==> src/rtl/col_out_pkg.sv <==
// col_out_pkg -- shared types and sizing helpers for the column output packer.
//   pk_state_e : packer state (COLLECT gathers elements, HOLD parks a finished word)
//   lanes_f    : elements per output word
//   wpr_f      : output words per array row
//   idx_w      : index width for a counter over n items (at least 1 bit)
package col_out_pkg;

  typedef enum logic {
    COLLECT = 1'b0,
    HOLD    = 1'b1
  } pk_state_e;

  function automatic int lanes_f(input int out_w, input int data_w);
    return out_w / data_w;
  endfunction

  function automatic int wpr_f(input int ncols, input int lanes);
    return ncols / lanes;
  endfunction

  function automatic int idx_w(input int n);
    return (n > 1) ? $clog2(n) : 1;
  endfunction

endpackage

==> src/rtl/col_fifo.sv <==
// col_fifo -- small synchronous show-ahead FIFO, one per array column.
// Ports:
//   clk, rstn      clock, synchronous active-low reset
//   i_push, i_din  write request/data (ignored when full)
//   i_pop          read request (ignored when empty)
//   o_dout         head entry, valid whenever !o_empty
//   o_full/o_empty occupancy flags
module col_fifo #(
  parameter int DATA_W = 8,
  parameter int DEPTH  = 4
) (
  input  logic              clk,
  input  logic              rstn,
  input  logic              i_push,
  input  logic              i_pop,
  input  logic [DATA_W-1:0] i_din,
  output logic [DATA_W-1:0] o_dout,
  output logic              o_full,
  output logic              o_empty
);

  localparam int AW = $clog2(DEPTH);

  logic [DATA_W-1:0] r_mem [DEPTH];
  logic [AW-1:0]     r_wptr, r_rptr;
  logic [AW:0]       r_cnt;
  logic              w_push, w_pop;

  assign w_push  = i_push && !o_full;
  assign w_pop   = i_pop && !o_empty;
  assign o_full  = (r_cnt == (AW+1)'(DEPTH));
  assign o_empty = (r_cnt == '0);
  assign o_dout  = r_mem[r_rptr];

  // DEPTH is a power of two, so pointers wrap naturally.
  always_ff @(posedge clk) begin
    if (!rstn) begin
      r_wptr <= '0;
      r_rptr <= '0;
      r_cnt  <= '0;
    end else begin
      if (w_push) r_wptr <= r_wptr + 1'b1;
      if (w_pop)  r_rptr <= r_rptr + 1'b1;
      r_cnt <= r_cnt + (AW+1)'(w_push) - (AW+1)'(w_pop);
    end
  end

  always_ff @(posedge clk) begin
    if (w_push) r_mem[r_wptr] <= i_din;
  end

endmodule

==> src/rtl/col_output_packer.sv <==
// col_output_packer -- systolic array output stage. Skewed per-column results
// are buffered in per-column FIFOs, then drained in strict column order one
// element per cycle and packed LANES at a time into OUT_W-bit words that leave
// on a valid/ready port.
// Ports:
//   clk, rstn   clock, synchronous active-low reset
//   in_r, in_v  column data (col j at [j*DATA_W +: DATA_W]) and per-column valid
//   rread       consumer ready
//   out_r       packed word, lane k at [k*DATA_W +: DATA_W]
//   rvalid      out_r holds a word
//   overflow    sticky per-column drop flags
//   busy        data buffered anywhere in the block
//   rlast       (only with COL_OUT_ROWLAST_EN) word ends an array row
module col_output_packer
  import col_out_pkg::*;
#(
  parameter int NCOLS  = 8,
  parameter int DATA_W = 8,
  parameter int OUT_W  = 32,
  parameter int DEPTH  = 4
) (
  input  logic                    clk,
  input  logic                    rstn,
  input  logic [NCOLS*DATA_W-1:0] in_r,
  input  logic [NCOLS-1:0]        in_v,
  input  logic                    rread,
  output logic [OUT_W-1:0]        out_r,
  output logic                    rvalid,
  output logic [NCOLS-1:0]        overflow,
  output logic                    busy
`ifdef COL_OUT_ROWLAST_EN
  ,
  output logic                    rlast
`endif
);

  localparam int LANES = lanes_f(OUT_W, DATA_W);
  localparam int WPR   = wpr_f(NCOLS, LANES);
  localparam int CW    = idx_w(NCOLS);
  localparam int LW    = idx_w(LANES);
  localparam logic [CW-1:0] LAST_COL  = CW'(NCOLS - 1);
  localparam logic [LW-1:0] LAST_LANE = LW'(LANES - 1);

  if (LANES < 1 || (OUT_W % DATA_W) != 0) begin : g_err_outw
    $error("col_output_packer: OUT_W must be a nonzero multiple of DATA_W");
  end
  if (WPR < 1 || WPR * LANES != NCOLS) begin : g_err_ncols
    $error("col_output_packer: NCOLS must be a multiple of LANES");
  end
  if (DEPTH < 2 || (DEPTH & (DEPTH - 1)) != 0) begin : g_err_depth
    $error("col_output_packer: DEPTH must be a power of two >= 2");
  end

  logic [NCOLS-1:0][DATA_W-1:0] w_dout;
  logic [NCOLS-1:0]             w_full, w_empty, w_pop;

  for (genvar j = 0; j < NCOLS; j++) begin : g_col
    col_fifo #(.DATA_W(DATA_W), .DEPTH(DEPTH)) u_fifo (
      .clk     (clk),
      .rstn    (rstn),
      .i_push  (in_v[j]),
      .i_pop   (w_pop[j]),
      .i_din   (in_r[j*DATA_W +: DATA_W]),
      .o_dout  (w_dout[j]),
      .o_full  (w_full[j]),
      .o_empty (w_empty[j])
    );
  end

  pk_state_e        r_state;
  logic [CW-1:0]    r_col_ptr;
  logic [LW-1:0]    r_lane_cnt;
  logic [OUT_W-1:0] r_asm;

  logic             w_out_free, w_take, w_word_done;
  logic [OUT_W-1:0] w_word;

  // Output register can accept a word when empty or draining this edge.
  assign w_out_free  = !rvalid || rread;
  assign w_take      = (r_state == COLLECT) && !w_empty[r_col_ptr];
  assign w_word_done = w_take && (r_lane_cnt == LAST_LANE);

  always_comb begin
    w_pop            = '0;
    w_pop[r_col_ptr] = w_take;
    w_word           = r_asm;
    w_word[int'(r_lane_cnt)*DATA_W +: DATA_W] = w_dout[r_col_ptr];
  end

  always_ff @(posedge clk) begin
    if (!rstn) begin
      r_state    <= COLLECT;
      r_col_ptr  <= '0;
      r_lane_cnt <= '0;
      r_asm      <= '0;
      out_r      <= '0;
      rvalid     <= 1'b0;
      overflow   <= '0;
`ifdef COL_OUT_ROWLAST_EN
      rlast      <= 1'b0;
`endif
    end else begin
      // Fullness is judged before any same-cycle pop, so a pop never rescues a push.
      overflow <= overflow | (in_v & w_full);
      if (rvalid && rread) rvalid <= 1'b0;
      case (r_state)
        COLLECT: begin
          if (w_take) begin
            r_col_ptr  <= (r_col_ptr == LAST_COL) ? '0 : r_col_ptr + 1'b1;
            r_lane_cnt <= (r_lane_cnt == LAST_LANE) ? '0 : r_lane_cnt + 1'b1;
            if (!w_word_done) begin
              r_asm <= w_word;
            end else if (w_out_free) begin
              out_r  <= w_word;
              rvalid <= 1'b1;
`ifdef COL_OUT_ROWLAST_EN
              rlast  <= (r_col_ptr == LAST_COL);
`endif
            end else begin
              r_asm   <= w_word;
              r_state <= HOLD;
            end
          end
        end
        HOLD: begin
          if (w_out_free) begin
            out_r   <= r_asm;
            rvalid  <= 1'b1;
            r_state <= COLLECT;
`ifdef COL_OUT_ROWLAST_EN
            // col_ptr already advanced past the word; wrapped to 0 means row end.
            rlast   <= (r_col_ptr == '0);
`endif
          end
        end
        default: r_state <= COLLECT;
      endcase
    end
  end

  // Lane count is zero in HOLD, so the state term covers a parked full word.
  assign busy = !(&w_empty) || (r_lane_cnt != '0) || (r_state == HOLD) || rvalid;

endmodule

==> config.mk <==
export PLATFORM = sky130hd
export DESIGN_NAME = col_output_packer
export DESIGN_NICKNAME = d
export VERILOG_FILES = /design/src/rtl/col_out_pkg.sv /design/src/rtl/col_fifo.sv /design/src/rtl/col_output_packer.sv
export SDC_FILE = /design/constraint.sdc
export NUM_CORES = 1
export LEC_CHECK = 0
export CORE_MARGIN = 2
export CORE_UTILIZATION = 60
export DETAILED_ROUTE_END_ITERATION = 10
export DONT_BUFFER_PORTS = 1
export GPL_TIMING_DRIVEN = 0
export PLACE_DENSITY = 0.76
export SLEW_MARGIN = 20
export SYNTH_ARGS = -nofsm -noshare
export SYNTH_HDL_FRONTEND = slang
export SYNTH_HIERARCHICAL = 1
export SYNTH_SLANG_ARGS = --single-unit
==> constraint.sdc <==
create_clock -name clk -period 8.2 [get_ports clk]
set_input_delay 1.23 -clock clk [delete_from_list [all_inputs] [get_ports clk]]
set_output_delay 1.23 -clock clk [all_outputs]
set_load 0.005 [all_outputs]
* After elaboration in Yosys (flattened, before gate mapping)
Memory sizes are Yosys's and may differ from the RTL's. A register that Yosys moved wholly into a read port is not among the register bits.
Index checks and enable logic that the tools add are counted.
** Storage, ports and cells
- Register bits :: 135
- Bits in writable memories :: 256
- Bits of input ports :: 75
- Output and inout port bits :: 42
- Word-level logic and storage cells :: 210
- Memories kept :: 8
** Memory list
- g_col[0].u_fifo.r_mem :: words 4, width 8, read ports 1, clocked after memory_dff 1, write ports 1, RTL line col_fifo.sv:24 : logic [DATA_W-1:0] r_mem [DEPTH];
- g_col[1].u_fifo.r_mem :: words 4, width 8, read ports 1, clocked after memory_dff 1, write ports 1, RTL line col_fifo.sv:24
- g_col[2].u_fifo.r_mem :: words 4, width 8, read ports 1, clocked after memory_dff 1, write ports 1, RTL line col_fifo.sv:24
- g_col[3].u_fifo.r_mem :: words 4, width 8, read ports 1, clocked after memory_dff 1, write ports 1, RTL line col_fifo.sv:24
- g_col[4].u_fifo.r_mem :: words 4, width 8, read ports 1, clocked after memory_dff 1, write ports 1, RTL line col_fifo.sv:24
- g_col[5].u_fifo.r_mem :: words 4, width 8, read ports 1, clocked after memory_dff 1, write ports 1, RTL line col_fifo.sv:24
- +2 memories
** Cells by class
- Add/subtract/negate cells :: 35
- Order comparisons :: 2
- Equality and inequality tests :: 15
- Shifts and indexed selects :: 2
- Mux-type cells :: 57
- Bitwise logic cells :: 4
- Reduce and logical (&&, ||, !) cells :: 56
** Operators with widths (count)
- 32-bit 2-to-1 mux :: 6
- 32-bit one-hot mux with 2 select lines :: 1
- 2-bit by 1-bit adder with 2-bit output, second input constant :: 17
- 2-bit 2-to-1 mux :: 17
- 5-bit negation with 33-bit output :: 1
- 8-bit by 33-bit variable shift with 32-bit output, first input constant :: 1
- 8-bit by 33-bit indexed part select with 32-bit output :: 1
- 32-bit bitwise mux :: 1
- 3-bit == test, second input constant :: 9
- 1-bit 2-to-1 mux :: 25
- 3-bit by 1-bit adder with 3-bit output :: 8
- 8-bit binary-select mux with 3-bit select :: 1
- 3-bit logical NOT :: 8
- 3-bit by 1-bit subtractor with 3-bit output :: 8
- 1-bit logical AND :: 20
- 1-bit logical NOT :: 19
- 8-bit bitwise AND :: 2
- 8-bit 2-to-1 mux :: 1
- 2-bit inequality test, second input constant :: 4
- 8-bit OR :: 1
- 8-bit AND reduction :: 1
- 1-bit logical OR :: 4
- 3-bit by 4-bit < comparator with 1-bit output, second input constant :: 1
- 1-bit one-hot mux with 2 select lines :: 2
- other kinds (12) :: 12

* Depth between registers and ports, before layout
- Depth in word-level cells :: 9
- Mapped depth :: 16
- Mapped depth without buffers :: 15

* Cells and area by module
Netlist, hierarchy kept.
** Modules (own cells, without submodules)
- col_fifo (g_col[0].u_fifo ...) :: instances 6, cells each 93, area each 1641.6 sq um
- col_output_packer :: instances 1, cells each 417, area each 3841.2 sq um
- col_fifo (g_col[7].u_fifo) :: instances 1, cells each 92, area each 1637.8 sq um
- col_fifo (g_col[4].u_fifo) :: instances 1, cells each 93, area each 1635.3 sq um

* Worst setup path after synthesis
No wires, ideal clock.
- Path kind :: reg2reg
- From :: reg r_col_ptr[0]
- To :: reg g_col[0].u_fifo.r_cnt[2]
- Library setup time :: 115 ps
- Data arrival time :: 3291 ps
- Data required time :: 8085 ps
- Setup slack :: 4794 ps
- Stages on the path, launching flop included :: 16
- Buffers on the path :: 3
- Period minus slack after synthesis :: 3406 ps
- Cells stage by stage :: dfxtp_1 > buf_6 > mux2_4 > a222oi_1 > buf_4 > nand3b_1 > buf_2 > nor4_1 > nor2b_1 > ha_1 > inv_1 > ha_1 > fa_1 > xnor2_1 > xnor2_1 > and2_1
** Between the ends
- Word-level cells in the longest chain between the ends :: 7
- Elaborated cells between the ends (all ways) :: 12
- Those cells by class :: 1 x add/sub; 2 x order compare; 4 x mux; 1 x bitwise; 4 x reduce/logical
** Ends and longest elaborated chain
- start: declaration :: RTL line col_output_packer.sv:71 : logic [CW-1:0] r_col_ptr;
- start signal: assignment :: RTL line col_output_packer.sv:109 : r_col_ptr <= (r_col_ptr == LAST_COL) ? '0 : r_col_ptr + 1'b1;
- 3-bit by 4-bit < comparator with 1-bit output (not written as such), or another cell as far along :: RTL line col_output_packer.sv:85 : w_pop[r_col_ptr] = w_take;
- 1-bit logical AND (not written as such) / 1-bit 2-to-1 mux (equally long branches) :: RTL line col_output_packer.sv:85, col_output_packer.sv:80
- 1-bit 2-to-1 mux (not written as such) / 1-bit logical NOT (equally long branches) :: RTL line col_output_packer.sv:85, col_output_packer.sv:80
- 1-bit demux with 3-bit select / 1-bit logical AND (equally long branches) :: RTL line col_output_packer.sv:85, col_output_packer.sv:80
- 8-bit bitwise AND (no source line) (*)
- net w_pop[0] :: RTL line col_output_packer.sv:55 : logic [NCOLS-1:0] w_full, w_empty, w_pop;
- 1-bit logical AND (*) :: RTL line col_fifo.sv:30 : assign w_pop = i_pop && !o_empty;
- net g_col[0].u_fifo.w_pop :: RTL line col_fifo.sv:27 : logic w_push, w_pop;
- 3-bit by 1-bit subtractor with 3-bit output (*) :: RTL line col_fifo.sv:44 : r_cnt <= r_cnt + (AW+1)'(w_push) - (AW+1)'(w_pop);
- end signal: assignment :: RTL line col_fifo.sv:44
- end: declaration :: RTL line col_fifo.sv:26 : logic [AW:0] r_cnt;
The timed path passes the listed nets; every way through them passes the cells marked *. The select of a mux whose other input is x is not followed.
A chain may end at the register's enable or synchronous reset.

* Final worst setup path
- From :: reg g_col[7].u_fifo.r_cnt[1]
- To :: reg g_col[3].u_fifo.r_cnt[2]
** Between the ends
- Word-level cells in the longest chain between the ends :: 8
** Ends and longest elaborated chain
- start: declaration :: RTL line col_fifo.sv:26
- start signal: assignment :: RTL line col_fifo.sv:44
- 3-bit logical NOT :: RTL line col_fifo.sv:32 : assign o_empty = (r_cnt == '0);
- net w_empty[7] :: RTL line col_output_packer.sv:55
- 1-bit binary-select mux with 3-bit select :: RTL line col_output_packer.sv:80 : assign w_take = (r_state == COLLECT) && !w_empty[r_col_ptr];
- 1-bit 2-to-1 mux (not written as such) :: RTL line col_output_packer.sv:80
- 1-bit logical NOT :: RTL line col_output_packer.sv:80
- 1-bit logical AND :: RTL line col_output_packer.sv:80
- 8-bit bitwise AND (no source line)
- net w_pop[3] :: RTL line col_output_packer.sv:55
- 1-bit logical AND :: RTL line col_fifo.sv:30
- net g_col[3].u_fifo.w_pop :: RTL line col_fifo.sv:27
- 3-bit by 1-bit subtractor with 3-bit output :: RTL line col_fifo.sv:44
- end signal: assignment :: RTL line col_fifo.sv:44
- end: declaration :: RTL line col_fifo.sv:26
The timed path passes the listed nets, and every way through them passes these cells. The select of a mux whose other input is x is not followed.

==> metrics <==
Synth Area in Compound Gates=6.557%; Synth Register Bits=407; crit path DAT=4780 ps; min Tclk post-route=4363 ps; DRT iter0 DRCs=971; number of synthesis warnings=6; post-DP HPWL=23980 um; Clock transition at path regs=60 ps; Max-Cap Viols=0; Tot GR Track Use=23.67%; RePlAce Congestion=0.8253; drt via density=5.904; placed cells=1539; Crit Path Class=flip-flop to flip-flop; WL final=34460 um; CP endpoint kind=flip-flop; Synth top cells by count=256 x edfxtp_1, 151 x dfxtp_1, 75 x mux4_2, 65 x nand2_1, 57 x and2_1; Ports=117; worst skew pair latency=540 ps; Top FF cell, synth=edfxtp_1; gr ovfl total=0; first-pass GRT wire length=52440 um; Fin Setup TNS=0 ps; final max-slew violation count=0; mux contribution to synthesized area=12.18%; Leak=0.006441 uW; final setup violation count=0; CTS Buffer Depth=3; Inserted Diodes=0; # nets final=1342; Slew @ Worst Pin=1016 ps; GR Util met2=39.34%; Synth Area in Adders=5.074%; Die Wd=172.1 um; CTS tree=yes; Worst Setup Start Kind=flip-flop; die height=172.1 um; Routed wire per std cell=21.38 um; asr flop ratio synth=0%; post-route ant nets=0; vias in the first global route=9500; share of the synthesized area in the top cell type=45.32%; Req. time, crit path=8620 ps; hold depth=2; Area growth syn-to-layout=10.67%; PwrDens=306.1 nW/um^2; Sink Count=407; simple-gate share of the synthesized area=8.851%; H-Tree Depth=2; Hold Crit Class=flip-flop to flip-flop; post-synth top area cell=edfxtp_1; DRC=0; R2R depth=15; Starting Density=61.06%; gr busiest metal=met2; most frequent cell after synthesis=edfxtp_1; Core ar.=27780 um^2; status=finished clean; Mapped Area=16960 um^2; CTS root buf=clkbuf_16; clk_skew=17.23 ps; RSZ-0062 raised after global routing=false; Non-Filler Instances=1612; hold path endpoint=r_asm[13]; Max FO, Critical Path=10; Slew HR=32.28%; Hold WS=454.3 ps; hold path start=r_asm[13]; Hold-fix buffers, CTS=0; TritonCTS Buffers=40; Avg Synthesized Cell Area=14.62 um^2; Setup Buffers After CTS=0; Synth area leaders=edfxtp_1 45%, dfxtp_1 18%, mux4_2 10%; Port-buffer cells=0; Cells after Synth=1160; DRT Pass-1 Iters=5; PostCTS Resize Cnt=0; vias=9518; VDD IR max=0.2057 mV; DIE AREA=29630 um^2; met1 usage=31.24%; syn_nets=1299; post-synthesis sequential area ratio=63.14%; launching point of the worst reg2reg path=g_col[7].u_fifo/r_cnt[1]; EDFF count, synth=256; final period utilization=53.21%; setup slack, reg-to-reg=3840 ps; Synth Area in XOR/XNOR=0.8261%; layout cells sized above 1=16.13%; largest family of logic cells by synthesized area=multiplexers; Fmax=0.2292 GHz; post-synth cell types=50; FF-to-FF End=g_col[3].u_fifo/r_cnt[2]; pin count of the biggest net entering global routing=16; Row Count=61; GR met3 Demand/Resource=5.814%; initial antenna violation count=0; Hold Fails Final Rpt=0
-- through the flow --
stage / power (uW) / setup slack (ps) / util [%] / cell area [um^2]
after floorplan: 3548 / 4794 / - / 16960
after global placement: 3907 / 4049 / 62.76 / 17440
after detailed placement: 3963 / 3992 / 62.84 / 17460
after CTS: 5783 / 3914 / 67.56 / 18770
after global routing: 6004 / 3582 / 67.57 / 18770
final: 5746 / 3837 / 67.57 / 18770
-- critical path, cell delays in order, from the launching register on --
cell	delay, ps
dfxtp_1	460
nor3_2	130
mux2_2	280
a222oi_1	520
buf_4	260
nand3b_1	160
buf_2	250
nor4_1	710
nor2b_1	300
ha_1	160
inv_1	40
ha_1	180
fa_1	370
xnor2_1	150
xnor2_1	120
and2_1	150
-- sequential cells by signal, indices dropped and copies added (netlist names), named ones only --
register	flops
out_r	32
r_lane_cnt	2
r_state	1
r_asm	32
overflow	8
g_col.u_fifo/r_rptr	16
r_col_ptr	3
g_col.u_fifo/r_cnt	24
g_col.u_fifo/r_wptr	16
rvalid	1
g_col.u_fifo/r_mem	256
-- routing by layer --
metal / vias up / routed length, um
met3: 61 / 2643
li1: 4412 / -
met1: 4772 / 14230
met5: - / 0
met4: 0 / 846
met2: 273 / 16740
-- layout by cell type, fill, tap and decap left out, drive strengths merged, types with 5 or more instances in the layout --
master	netlist	final
buf	35	36
o21ai	56	56
and2	57	57
a32oi	7	7
nand2	65	65
inv	52	52
nand3	5	5
a21oi	46	46
nor4	5	5
nand4bb	8	8
edfxtp	256	256
mux4	75	75
nor3	13	13
clkinv	0	15
nor3b	8	8
ha	56	56
a22oi	48	48
nor2	42	42
nand2b	16	16
xnor2	15	15
fa	8	8
clkbuf	34	87
or3	10	10
a21boi	8	8
mux2i	25	25
mux2	11	11
a31oi	6	6
dfxtp	151	151
nor2b	19	19
-- kinds of logic (layout without fill, tap and decap cells) --
kind of cell | after synthesis | in the layout
buffers and inverters | 121 | 195
xor gates and xnor gates | 16 | 16
AOI/OAI and AO/OA | 180 | 180
and+or+nand+nor | 261 | 261
DFF | 407 | 407
adders and majority gates | 64 | 64
muxes | 111 | 111
-- cell type report --
| type | instances | area, um^2 |
|---|---|---|
| well taps | 378 | 473.0 |
| inverters | 52 | 195.2 |
| clock inverters | 20 | 230.2 |
| flip-flops and latches | 407 | 10710 |
| plain buffers | 69 | 376.6 |
| clock buffers | 53 | 1080 |
| repair buffers | 1 | 7.507 |
| multi-input cells | 632 | 5700 |
| fillers | 1911 | 9009 |
-- report_power, final --
part | total, uW | switching, uW | internal, uW
Combinational | 1380 | 826 | 551
Sequential | 2560 | 131 | 2430
Clock | 1810 | 749 | 1060
-- worst max path at each step --
stage | startpoint | endpoint | slack (ps) | depth (start not counted)
5_1_grt | g_col[7].u_fifo/r_cnt[1] | g_col[3].u_fifo/r_cnt[2] | 3580 | 15
6_report | g_col[7].u_fifo/r_cnt[1] | g_col[3].u_fifo/r_cnt[2] | 3840 | 15
3_3_place_gp | g_col[7].u_fifo/r_cnt[1] | g_col[3].u_fifo/r_cnt[2] | 4050 | 15
4_1_cts | g_col[7].u_fifo/r_cnt[1] | g_col[3].u_fifo/r_cnt[2] | 3910 | 15
3_5_place_dp | g_col[7].u_fifo/r_cnt[1] | g_col[3].u_fifo/r_cnt[2] | 3990 | 15
2_1_floorplan | r_col_ptr[0] | g_col[0].u_fifo/r_cnt[2] | 4790 | 15
Note: power is estimated with default switching activity, not from simulation.
